## config.mk

```make
export PLATFORM = sky130hd
export DESIGN_NAME = ascii_dec_parser
export DESIGN_NICKNAME = d
export VERILOG_FILES = /design/src/rtl/ascii_pkg.sv /design/src/rtl/ascii_char_class.sv /design/src/rtl/ascii_dec_parser.sv
export SDC_FILE = /design/constraint.sdc
export NUM_CORES = 1
export LEC_CHECK = 0
export BUFFER_PORTS_ARGS = -buffer_cell sky130_fd_sc_hd__buf_2
export CORE_MARGIN = 5
export CORE_UTILIZATION = 42
export CTS_BUF_LIST = sky130_fd_sc_hd__clkbuf_8 sky130_fd_sc_hd__clkbuf_16
export DETAILED_ROUTE_END_ITERATION = 8
export GPL_TIMING_DRIVEN = 0
export PLACE_DENSITY_LB_ADDON = 0.05
export RECOVER_POWER = 50
export SYNTH_ARGS = -nofsm -noshare
export SYNTH_HDL_FRONTEND = slang
export SYNTH_SLANG_ARGS = --single-unit
```

## constraint.sdc

```tcl
create_clock -name clk -period 3.9 [get_ports clk]
set_clock_uncertainty 0.05 [all_clocks]
set_input_delay 0.195 -clock clk [delete_from_list [all_inputs] [get_ports clk]]
set_output_delay 0.195 -clock clk [all_outputs]
set_load 0.01 [all_outputs]
```

## src/rtl/ascii_pkg.sv

```systemverilog
// Shared definitions for the ASCII decimal parser and command tokenizer:
// parser states, character constants and character-class helpers.
package ascii_pkg;

  typedef enum logic [1:0] {
    IDLE   = 2'd0,
    DIGITS = 2'd1,
    DRAIN  = 2'd2,
    DONE   = 2'd3
  } state_t;

  localparam logic [7:0] CH_ZERO  = 8'h30;
  localparam logic [7:0] CH_NINE  = 8'h39;
  localparam logic [7:0] CH_MINUS = 8'h2D;
  localparam logic [7:0] CH_SPACE = 8'h20;
  localparam logic [7:0] CH_TAB   = 8'h09;
  localparam logic [7:0] CH_LF    = 8'h0A;
  localparam logic [7:0] CH_CR    = 8'h0D;

  function automatic logic is_digit(input logic [7:0] c);
    return (c >= CH_ZERO) && (c <= CH_NINE);
  endfunction

  function automatic logic is_delim(input logic [7:0] c);
    return (c == CH_SPACE) || (c == CH_TAB) || (c == CH_LF) || (c == CH_CR);
  endfunction

endpackage

```

## src/rtl/ascii_char_class.sv

```systemverilog
// Combinational character classifier: exactly one of digit/delim/minus/invalid
// is set for every byte; o_value is the digit's binary value (0 otherwise).
module ascii_char_class
  import ascii_pkg::*;
(
  input  logic [7:0] i_char,
  output logic       o_digit,
  output logic       o_delim,
  output logic       o_minus,
  output logic       o_invalid,
  output logic [3:0] o_value
);

  always_comb begin
    o_digit   = is_digit(i_char);
    o_delim   = is_delim(i_char);
    o_minus   = (i_char == CH_MINUS);
    o_invalid = !(o_digit || o_delim || o_minus);
    // '0'..'9' are 0x30..0x39, so the low nibble is already the digit value
    o_value   = o_digit ? i_char[3:0] : 4'd0;
  end

endmodule

```

## src/rtl/ascii_dec_parser.sv

```systemverilog
// Streaming ASCII decimal parser: one saturated binary result per
// whitespace-delimited token, with optional leading '-' when SIGNED=1.
module ascii_dec_parser
  import ascii_pkg::*;
#(
  parameter int BIN_WIDTH = 16,
  parameter bit SIGNED    = 1'b0
) (
  input  logic                 clk,
  input  logic                 reset_n,
  input  logic                 clear,
  input  logic [7:0]           in_data,
  input  logic                 in_valid,
  output logic                 in_ready,
  output logic [BIN_WIDTH-1:0] out_value,
  output logic                 out_overflow,
  output logic                 out_error,
  output logic                 out_valid,
  input  logic                 out_ready
);

  // Four guard bits hold acc*10 + 9 for any acc up to the limit.
  localparam int              AW      = BIN_WIDTH + 4;
  localparam logic [AW-1:0]   ONE     = AW'(1);
  localparam logic [AW-1:0]   LIM_POS = SIGNED ? (ONE << (BIN_WIDTH - 1)) - ONE
                                               : (ONE << BIN_WIDTH) - ONE;
  localparam logic [AW-1:0]   LIM_NEG = ONE << (BIN_WIDTH - 1);

  state_t               r_state;
  state_t               w_next_state;
  logic                 r_live;
  logic [BIN_WIDTH-1:0] r_acc;
  logic                 r_neg;
  logic                 r_ovf;
  logic                 r_err;
  logic                 r_seen;

  logic                 w_digit;
  logic                 w_delim;
  logic                 w_minus;
  logic                 w_invalid;
  logic [3:0]           w_dval;
  logic                 w_lead_minus;
  logic                 w_bad;
  logic                 w_accept;
  logic                 w_take;
  logic [AW-1:0]        w_base;
  logic [AW-1:0]        w_prod;
  logic [AW-1:0]        w_limit;
  logic                 w_over;
  logic [BIN_WIDTH-1:0] w_sat;

  ascii_char_class u_class (
    .i_char    (in_data),
    .o_digit   (w_digit),
    .o_delim   (w_delim),
    .o_minus   (w_minus),
    .o_invalid (w_invalid),
    .o_value   (w_dval)
  );

  assign w_lead_minus = SIGNED && w_minus && (r_state == IDLE);
  assign w_bad        = w_invalid || (w_minus && !w_lead_minus);
  assign w_accept     = in_valid && in_ready;
  assign w_take       = out_valid && out_ready && !clear;

  // The first digit enters with a zero base, so it passes the same limit check.
  assign w_base  = (r_state == DIGITS) ? {4'd0, r_acc} : '0;
  assign w_prod  = w_base * AW'(10) + AW'(w_dval);
  assign w_limit = r_neg ? LIM_NEG : LIM_POS;
  assign w_over  = w_prod > w_limit;
  assign w_sat   = w_over ? w_limit[BIN_WIDTH-1:0] : w_prod[BIN_WIDTH-1:0];

  // NOTE: clocked blocks use non-blocking assignments so every flop sees pre-edge values.
  always_ff @(posedge clk or negedge reset_n) begin
    if (!reset_n) begin
      r_state <= IDLE;
      r_live  <= 1'b0;
    end else begin
      r_state <= w_next_state;
      r_live  <= 1'b1;
    end
  end

  // NOTE: default assignment first, so no path through the case leaves a latch.
  always_comb begin
    w_next_state = r_state;
    if (clear) begin
      w_next_state = IDLE;
    end else begin
      case (r_state)
        IDLE:    if (w_accept && !w_delim) w_next_state = w_bad ? DRAIN : DIGITS;
        DIGITS:  if (w_accept && !w_digit) w_next_state = w_delim ? DONE : DRAIN;
        DRAIN:   if (w_accept && w_delim)  w_next_state = DONE;
        DONE:    if (w_take)               w_next_state = IDLE;
        default: w_next_state = IDLE;
      endcase
    end
  end

  always_ff @(posedge clk or negedge reset_n) begin
    if (!reset_n) begin
      r_acc  <= '0;
      r_neg  <= 1'b0;
      r_ovf  <= 1'b0;
      r_err  <= 1'b0;
      r_seen <= 1'b0;
    end else if (clear || w_take) begin
      r_acc  <= '0;
      r_neg  <= 1'b0;
      r_ovf  <= 1'b0;
      r_err  <= 1'b0;
      r_seen <= 1'b0;
    end else if (w_accept) begin
      case (r_state)
        IDLE: begin
          if (w_digit) begin
            r_acc  <= w_sat;
            r_ovf  <= w_over;
            r_seen <= 1'b1;
          end else if (w_bad) begin
            r_err <= 1'b1;
          end else if (w_lead_minus) begin
            r_neg <= 1'b1;
          end
        end
        DIGITS: begin
          if (w_digit) begin
            r_acc  <= w_sat;
            r_ovf  <= r_ovf || w_over;
            r_seen <= 1'b1;
          end else if (w_delim) begin
            // a token that was only '-' is malformed
            if (!r_seen) r_err <= 1'b1;
          end else begin
            r_err <= 1'b1;
          end
        end
        default: ;
      endcase
    end
  end

  always_comb begin
    in_ready     = r_live && (r_state != DONE) && !clear;
    out_valid    = (r_state == DONE);
    out_error    = out_valid && r_err;
    out_overflow = out_valid && r_ovf && !r_err;
    out_value    = '0;
    if (out_valid && !r_err) out_value = r_neg ? -r_acc : r_acc;
  end

endmodule

```

==> results of run 1 <==
## sequential cells by signal (all words and copies together) (netlist names)
signal	cells
r_acc	16
r_state	2
r_err	1
r_live	1
r_ovf	1
r_seen	1
## cell usage in the layout (no fill, tap or decap), types with 3 or more instances in the layout
cell type / instances
a21o_1: 5
a21oi_1: 27
a21oi_2: 3
a31oi_1: 7
a41oi_1: 9
and2_0: 3
and2_1: 36
and3_1: 8
buf_2: 28
buf_4: 24
buf_6: 3
clkbuf_1: 9
clkbuf_8: 3
dfrtp_1: 22
ha_1: 19
ha_4: 6
inv_1: 9
nand2_1: 19
nand2b_1: 4
nand3_1: 6
nor2_1: 20
nor2b_1: 4
nor3_1: 3
o211ai_1: 3
o21ai_0: 9
xnor2_1: 10
xor2_1: 20
xor2_2: 4
## layout make-up
| cell class | count | area share |
|---|---|---|
| well taps | 77 | 0.02823 |
| clock buffers | 3 | 0.01210 |
| repair buffers | 60 | 0.1100 |
| plain buffers | 9 | 0.02309 |
| flip-flops and latches | 22 | 0.1613 |
| multi-input cells | 276 | 0.6455 |
| clock inverters | 1 | 0.008798 |
| inverters | 10 | 0.01100 |
## repair_timing
item,4_1_cts,5_1_grt
gates resized for setup,30,14
hold buffers,1,0
hold endpoints to repair,22,0
buffers inserted,10,16
cloned,0,1
pin swaps,10,15
endpoints found under the setup margin,17,17
## worst min-delay path by stage
stage                  from                endpoint  slack (ns)  cells past startpoint
floorplan           reset_n    r_acc[0]$_DFFE_PN0P_       -0.15                      0
global placement    reset_n        r_live$_DFF_PN0_        0.14                      1
detailed placement  reset_n        r_live$_DFF_PN0_        0.15                      1
CTS                   clear  r_state[0]$_DFFE_PN0P_        0.07                      2
global route          clear  r_state[0]$_DFFE_PN0P_        0.09                      2
finish                clear  r_state[0]$_DFFE_PN0P_        0.08                      2
## cell families after synthesis
logic type,Yosys count,synth area share
simple gates,125,0.2783
compound gates,87,0.2298
xor+xnor,34,0.1121
fa+ha+maj,28,0.1347
flops,22,0.2072
buf+inv,21,0.03248
other cells,1,0.001411
mux,1,0.004237
## per-stage QoR
stage	area (sq um)	hold WS, ns
finish	3413	0.08307
detailed placement	2954	0.1518
CTS	3261	0.07401
floorplan	2698	-0.1506
global placement	2954	0.1437
global route	3413	0.08593
## power groups by stage
stage / registers (mW) / logic (mW) / clock network [mW]
floorplan: 0.251 / 0.113 / 0
global placement: 0.255 / 0.176 / 0
detailed placement: 0.255 / 0.174 / 0
CTS: 0.249 / 0.239 / 0.221
global route: 0.251 / 0.307 / 0.230
finish: 0.249 / 0.285 / 0.218
## worst register-to-register path, stage by stage (launching register included)
cell and delay [ns]:
dfrtp_1 0.39, inv_2 0.08, ha_4 0.21, clkbuf_16 0.16, and2_4 0.17, ha_4 0.21, ha_4 0.28, nor2_1 0.07
o31ai_4 0.33, and4b_2 0.32, o2111ai_4 0.14, nor3b_2 0.22, nand4b_1 0.21, or4b_1 0.56, a32o_1 0.27
## routing by layer
layer,vias up,wire (um)
met5,-,0
met4,0,46
met3,6,186
met2,37,3353
met1,1190,3655
li1,1272,-
==> metrics.txt, run 1 <==
share of post-route cells with drive strength above 1=0.2677; I/O pin count=33; CP Data Arrival Time=3.89 ns; grt met1 use=0.2688; mean post-synth cell area=8.331 sq um; Cell variety after synth=56; Critical path buffers and inverters=2; area leader, netlist=dfrtp_1; fillers=577; Clk pin slew, worst setup/hold paths=around 0.08 ns; DP HPWL=5342 um; Crit-path slowest cell=or4b_1; most used cell, CP=ha_4; most common cell in the netlist=and2_1; VDD IR max=roughly 0.28 mV; cell depth of the worst setup path=14; Max Cap Violations=0; fin nets=423; Sw Ratio=0.3145; CP required=4.00 ns; drt wl/cell=15.81 um; initial antenna violation count=0; Final Hold Vio Count=0; worst hold path class=in2reg; clk sinks=22; Clock power frac=0.290; Reg power frac=0.332; cell count after synthesis=319; cts bufs inserted=3; Syn. warnings=0; Core Rows=29; Comb pwr share=0.379; DRC Markers=0; R2R Path End=r_ovf$_DFFE_PN0P_; Final period util=0.9700; via/cell ratio=5.469; type of origin of the critical path=flip-flop; pwr dens=220.4 nW/um^2; Achievable Freq=264.3 MHz; Die Ht=89.55 um; Rel. slew slack=0.1666; Setup WS pre-CTS=-0.9538 ns; antenna-violating nets left=0; Register-to-Register Path Depth=14; Root Buffer=clkbuf_8; placed cells=around 430; Clk Latency, worst-skew pair=0.27 ns; largest net degree at the start of global routing=23; worst setup path start=r_state[1]$_DFFE_PN0P_; Area Growth Syn to Fin=28.44%; max incr delay on CP=0.55 ns; total negative slack=0 ns; overall power=0.7524 mW; register area=550.5 sq um; most used flip-flop cell after synthesis=dfrtp_1; final non-filler cell total=458; CTS tree=yes; die footprint=between 8000 and 9000 sq um; crit-path cells=inv_2, ha_4, clkbuf_16, and2_4, ha_4, ha_4, nor2_1, o31ai_4, and4b_2, o2111ai_4, nor3b_2, nand4b_1, or4b_1, a32o_1; outcome=finished, final reports clean; mapped cell area=2658 sq um; gr usage total=0.1776; Synth top cells by count=41 x and2_1, 29 x a21oi_1, 27 x ha_1; final-report setup violation count=0; Detailed Routing Iterations Pass 1=4; Port Buf Inserts=32; RR Startpoint=r_state[1]$_DFFE_PN0P_; Die X=roughly 90 um; Std-Cell Core Area=around 6200 sq um; first-pass GRT wire length=11210 um; Post-synth EDFFs=0; GRT Max-Usage Layer=met2; H-Tree Depth=1; setup ws final=around 0.12 ns; area of the multi-input gates=2203 sq um; share of the synthesized area in the top cell type=0.2072; crit path kind=reg2reg; Synth area leaders=dfrtp_1 21%, ha_1 13%, and2_1 9.7%; Max Slew Vio Count=0; maximum root-to-sink buffer count=2; Crit. End Element=flip-flop; sw power=roughly 0.24 mW; Crit Path Max Fanout=6; RePlAce Congestion=between 0.7 and 0.8; Int Pwr=0.5158 mW; grt ovf=0; fin util=0.5469; syn_nets=360; grt met3 use=0.01475; actual slew at the worst max-slew pin=1.250 ns; CP delay by family, top=simple AND/OR/NAND/NOR gates; async set-reset flop share out of synthesis=1.000; Antenna Cells=0; CP Capture Point=r_ovf$_DFFE_PN0P_; Initial Util=0.4258; vias in the first global route=2240; WL final=7241 um; GR Util met2=0.2813; Tmin final=approximately 3.8 ns; R2R setup slack=~0.12 ns; DRT iter0 DRCs=approximately 160; sequential area share after synthesis=0.2072; FF+latch count, synth=22; total number of vias=2505; Leak=approximately 1.7 nW
Note: power is estimated with default switching activity, not from simulation.
==> run 2: changes to the inputs <==
--- a/config.mk
+++ b/config.mk
@@ -5,10 +5,11 @@
 export SDC_FILE = /design/constraint.sdc
 export NUM_CORES = 1
 export LEC_CHECK = 0
-export BUFFER_PORTS_ARGS = -buffer_cell sky130_fd_sc_hd__buf_2
+export BUFFER_PORTS_ARGS = -buffer_cell sky130_fd_sc_hd__clkbuf_2
 export CORE_MARGIN = 5
 export CORE_UTILIZATION = 42
 export CTS_BUF_LIST = sky130_fd_sc_hd__clkbuf_8 sky130_fd_sc_hd__clkbuf_16
+export CTS_CLUSTER_SIZE = 8
 export DETAILED_ROUTE_END_ITERATION = 8
 export GPL_TIMING_DRIVEN = 0
 export PLACE_DENSITY_LB_ADDON = 0.05
==> metrics.txt, run 2 (same netlist as run 1, synthesis figures left out) <==
outcome=finished, final reports clean (unchanged); Reg with most FFs=r_acc (unchanged); register area=550.5 sq um (unchanged); vias in the first global route=2397 (was 2240); CP Data Arrival Time=3.88 ns (was 3.89 ns); Register-to-Register Path Depth=13 (was 14); Final period util=0.9693 (was 0.9700); most common cell after layout, fill and taps aside=and2_1 (unchanged); Rel. slew slack=0.1662 (was 0.1666); Min-Delay Path Depth=2 (unchanged); Crit Path Max Fanout=6 (unchanged); Critical path buffers and inverters=1 (was 2); maximum root-to-sink buffer count=2 (unchanged); area of the multi-input gates=2225 sq um (was 2203 sq um); WL final=7571 um (was 7241 um); largest registers=r_acc: 16 flops, r_state: 2 flops (unchanged); Clk pin slew, worst setup/hold paths=0.08 ns (about the same); Std-Cell Core Area=6241 sq um (unchanged); crit path kind=reg2reg (unchanged); max incr delay on CP=0.54 ns (was 0.55 ns); Worst Hold Margin=0.09825 ns (was 0.08307 ns); R2R setup slack=0.12 ns (about the same); Die X=89.55 um (unchanged); Final Hold Vio Count=0 (unchanged); Tmin final=3.780 ns (was 3.783 ns); Detailed Routing Iterations Pass 1=4 (unchanged); overall power=0.7598 mW (was 0.7524 mW); RePlAce Congestion=0.7905 (was 0.7891); final-report setup violation count=0 (unchanged); H-Tree Depth=1 (unchanged); fin nets=418 (was 423); crit-path cells=ha_4, clkbuf_16, and2_4, ha_4, ha_1, nand2_4, o31ai_4, and4b_2, o2111ai_4, nor3b_2, nand4b_1, or4b_1, a32o_1 (was inv_2, ha_4, clkbuf_16, and2_4, ha_4, ha_4, nor2_1, o31ai_4, and4b_2, o2111ai_4, nor3b_2, nand4b_1, or4b_1, a32o_1); drt wl/cell=16.71 um (was 15.81 um); pwr dens=224.2 nW/um^2 (was 220.4 nW/um^2); gr usage total=0.1910 (was 0.1776); Die Ht=89.55 um (unchanged); CP required=4.00 ns (about the same); RR Startpoint=r_state[0]$_DFFE_PN0P_ (was r_state[1]$_DFFE_PN0P_); Clk Latency, worst-skew pair=0.27 ns (about the same); most frequent cells in the layout=36 x and2_1, 28 x clkbuf_2, 27 x a21oi_1, 22 x dfrtp_1, 20 x xor2_1 (was 36 x and2_1, 28 x buf_2, 27 x a21oi_1, 24 x buf_4, 22 x dfrtp_1); Max Slew Vio Count=0 (unchanged); Root Buffer=clkbuf_8 (unchanged); die footprint=8018 sq um (unchanged); share of post-route cells with drive strength above 1=0.2580 (was 0.2677); RSZ-0062 raised after global routing=yes; I/O pin count=33 (unchanged); CTS tree=yes (unchanged); Worst Hold End=r_state[1]$_DFFE_PN0P_ (was r_state[0]$_DFFE_PN0P_); Achievable Freq=264.5 MHz (was 264.3 MHz); Hold Startpoint=clear (unchanged); Port Buf Inserts=32 (unchanged); Core Rows=29 (unchanged); Initial Util=0.4258 (unchanged); type of origin of the critical path=flip-flop (unchanged); Leak=1.684 nW (was 1.699 nW); VDD IR max=0.3061 mV (was 0.2775 mV); DRT iter0 DRCs=139 (was 158); CP delay by family, top=simple AND/OR/NAND/NOR gates (unchanged); most used cell, CP=ha_4 (unchanged); cts bufs inserted=3 (unchanged); grt ovf=0 (unchanged); R2R Path End=r_ovf$_DFFE_PN0P_ (unchanged); clk sinks=22 (unchanged); final non-filler cell total=453 (was 458); first-pass GRT wire length=12000 um (was 11210 um); Max Cap Violations=0 (unchanged); fillers=603 (was 577); worst hold path class=in2reg (unchanged); initial antenna violation count=0 (unchanged); number of flip-flops in the largest register=16 (unchanged); DRC Markers=0 (unchanged); antenna-violating nets left=0 (unchanged); Crit. End Element=flip-flop (unchanged); fin util=0.5429 (was 0.5469); placed cells=428 (unchanged); DP HPWL=5468 um (was 5342 um); Antenna Cells=0 (unchanged); via/cell ratio=5.539 (was 5.469); largest net degree at the start of global routing=23 (unchanged); actual slew at the worst max-slew pin=1.251 ns (was 1.250 ns); total number of vias=2509 (was 2505); Area Growth Syn to Fin=27.50% (was 28.44%); Crit-path slowest cell=or4b_1 (unchanged)
-- run 2: how the worst max path moves through the flow --
stage,depth (start not counted),endpoint,start
after floorplan,16,r_ovf$_DFFE_PN0P_,r_state[1]$_DFFE_PN0P_
after global routing,14,r_ovf$_DFFE_PN0P_,r_state[1]$_DFFE_PN0P_
final,13,r_ovf$_DFFE_PN0P_,r_state[0]$_DFFE_PN0P_
after CTS,15,r_ovf$_DFFE_PN0P_,r_state[0]$_DFFE_PN0P_
after detailed placement,16,r_ovf$_DFFE_PN0P_,r_state[1]$_DFFE_PN0P_
after global placement,16,r_ovf$_DFFE_PN0P_,r_state[1]$_DFFE_PN0P_
-- run 2: power by group --
group	leakage (nW)	switching [mW]	total [mW]	internal, mW
registers	0.303	0.0111	0.250	0.239
logic	1.34	0.150	0.293	0.144
clock network	0.0357	0.0793	0.217	0.137
-- run 2: final cells by class --
cell class / count / share of cell area
Timing Repair Buffer: 55 / 0.09860
Multi-Input combinational cell: 276 / 0.6566
Clock buffer: 3 / 0.01219
Buffer: 9 / 0.02179
Sequential cell: 22 / 0.1625
Tap cell: 77 / 0.02843
Clock inverter: 1 / 0.008863
Inverter: 10 / 0.01108
-- run 2: through the flow --
stage                TNS (ns)  setup slack (ns)  cell area, sq um
floorplan                   0          0.001007              2698
global placement       -14.40           -0.9603              2954
detailed placement     -14.73           -0.9519              2954
CTS                 -0.001721         -0.001721              3221
global route         -0.03887          -0.03887              3388
finish                      0            0.1195              3388
-- run 2: what timing repair did --
item | 4_1_cts | 5_1_grt
cloned | 0 | 1
pin swaps | 9 | 11
setup endpoints to repair | 17 | 17
hold endpoints to repair | 22 | 0
resized for setup | 30 | 15
buffers inserted | 5 | 15
hold buffers | 1 | 0
-- run 2: layer usage --
layer | share of wire | vias to the layer above | global-route usage
met3 | 0.025 | 4 | 0.01475
met5 | 0 | - | 0
met1 | 0.49 | 1204 | 0.2867
met2 | 0.47 | 42 | 0.3025
li1 | - | 1259 | -
met4 | 0.0065 | 0 | 0.02977
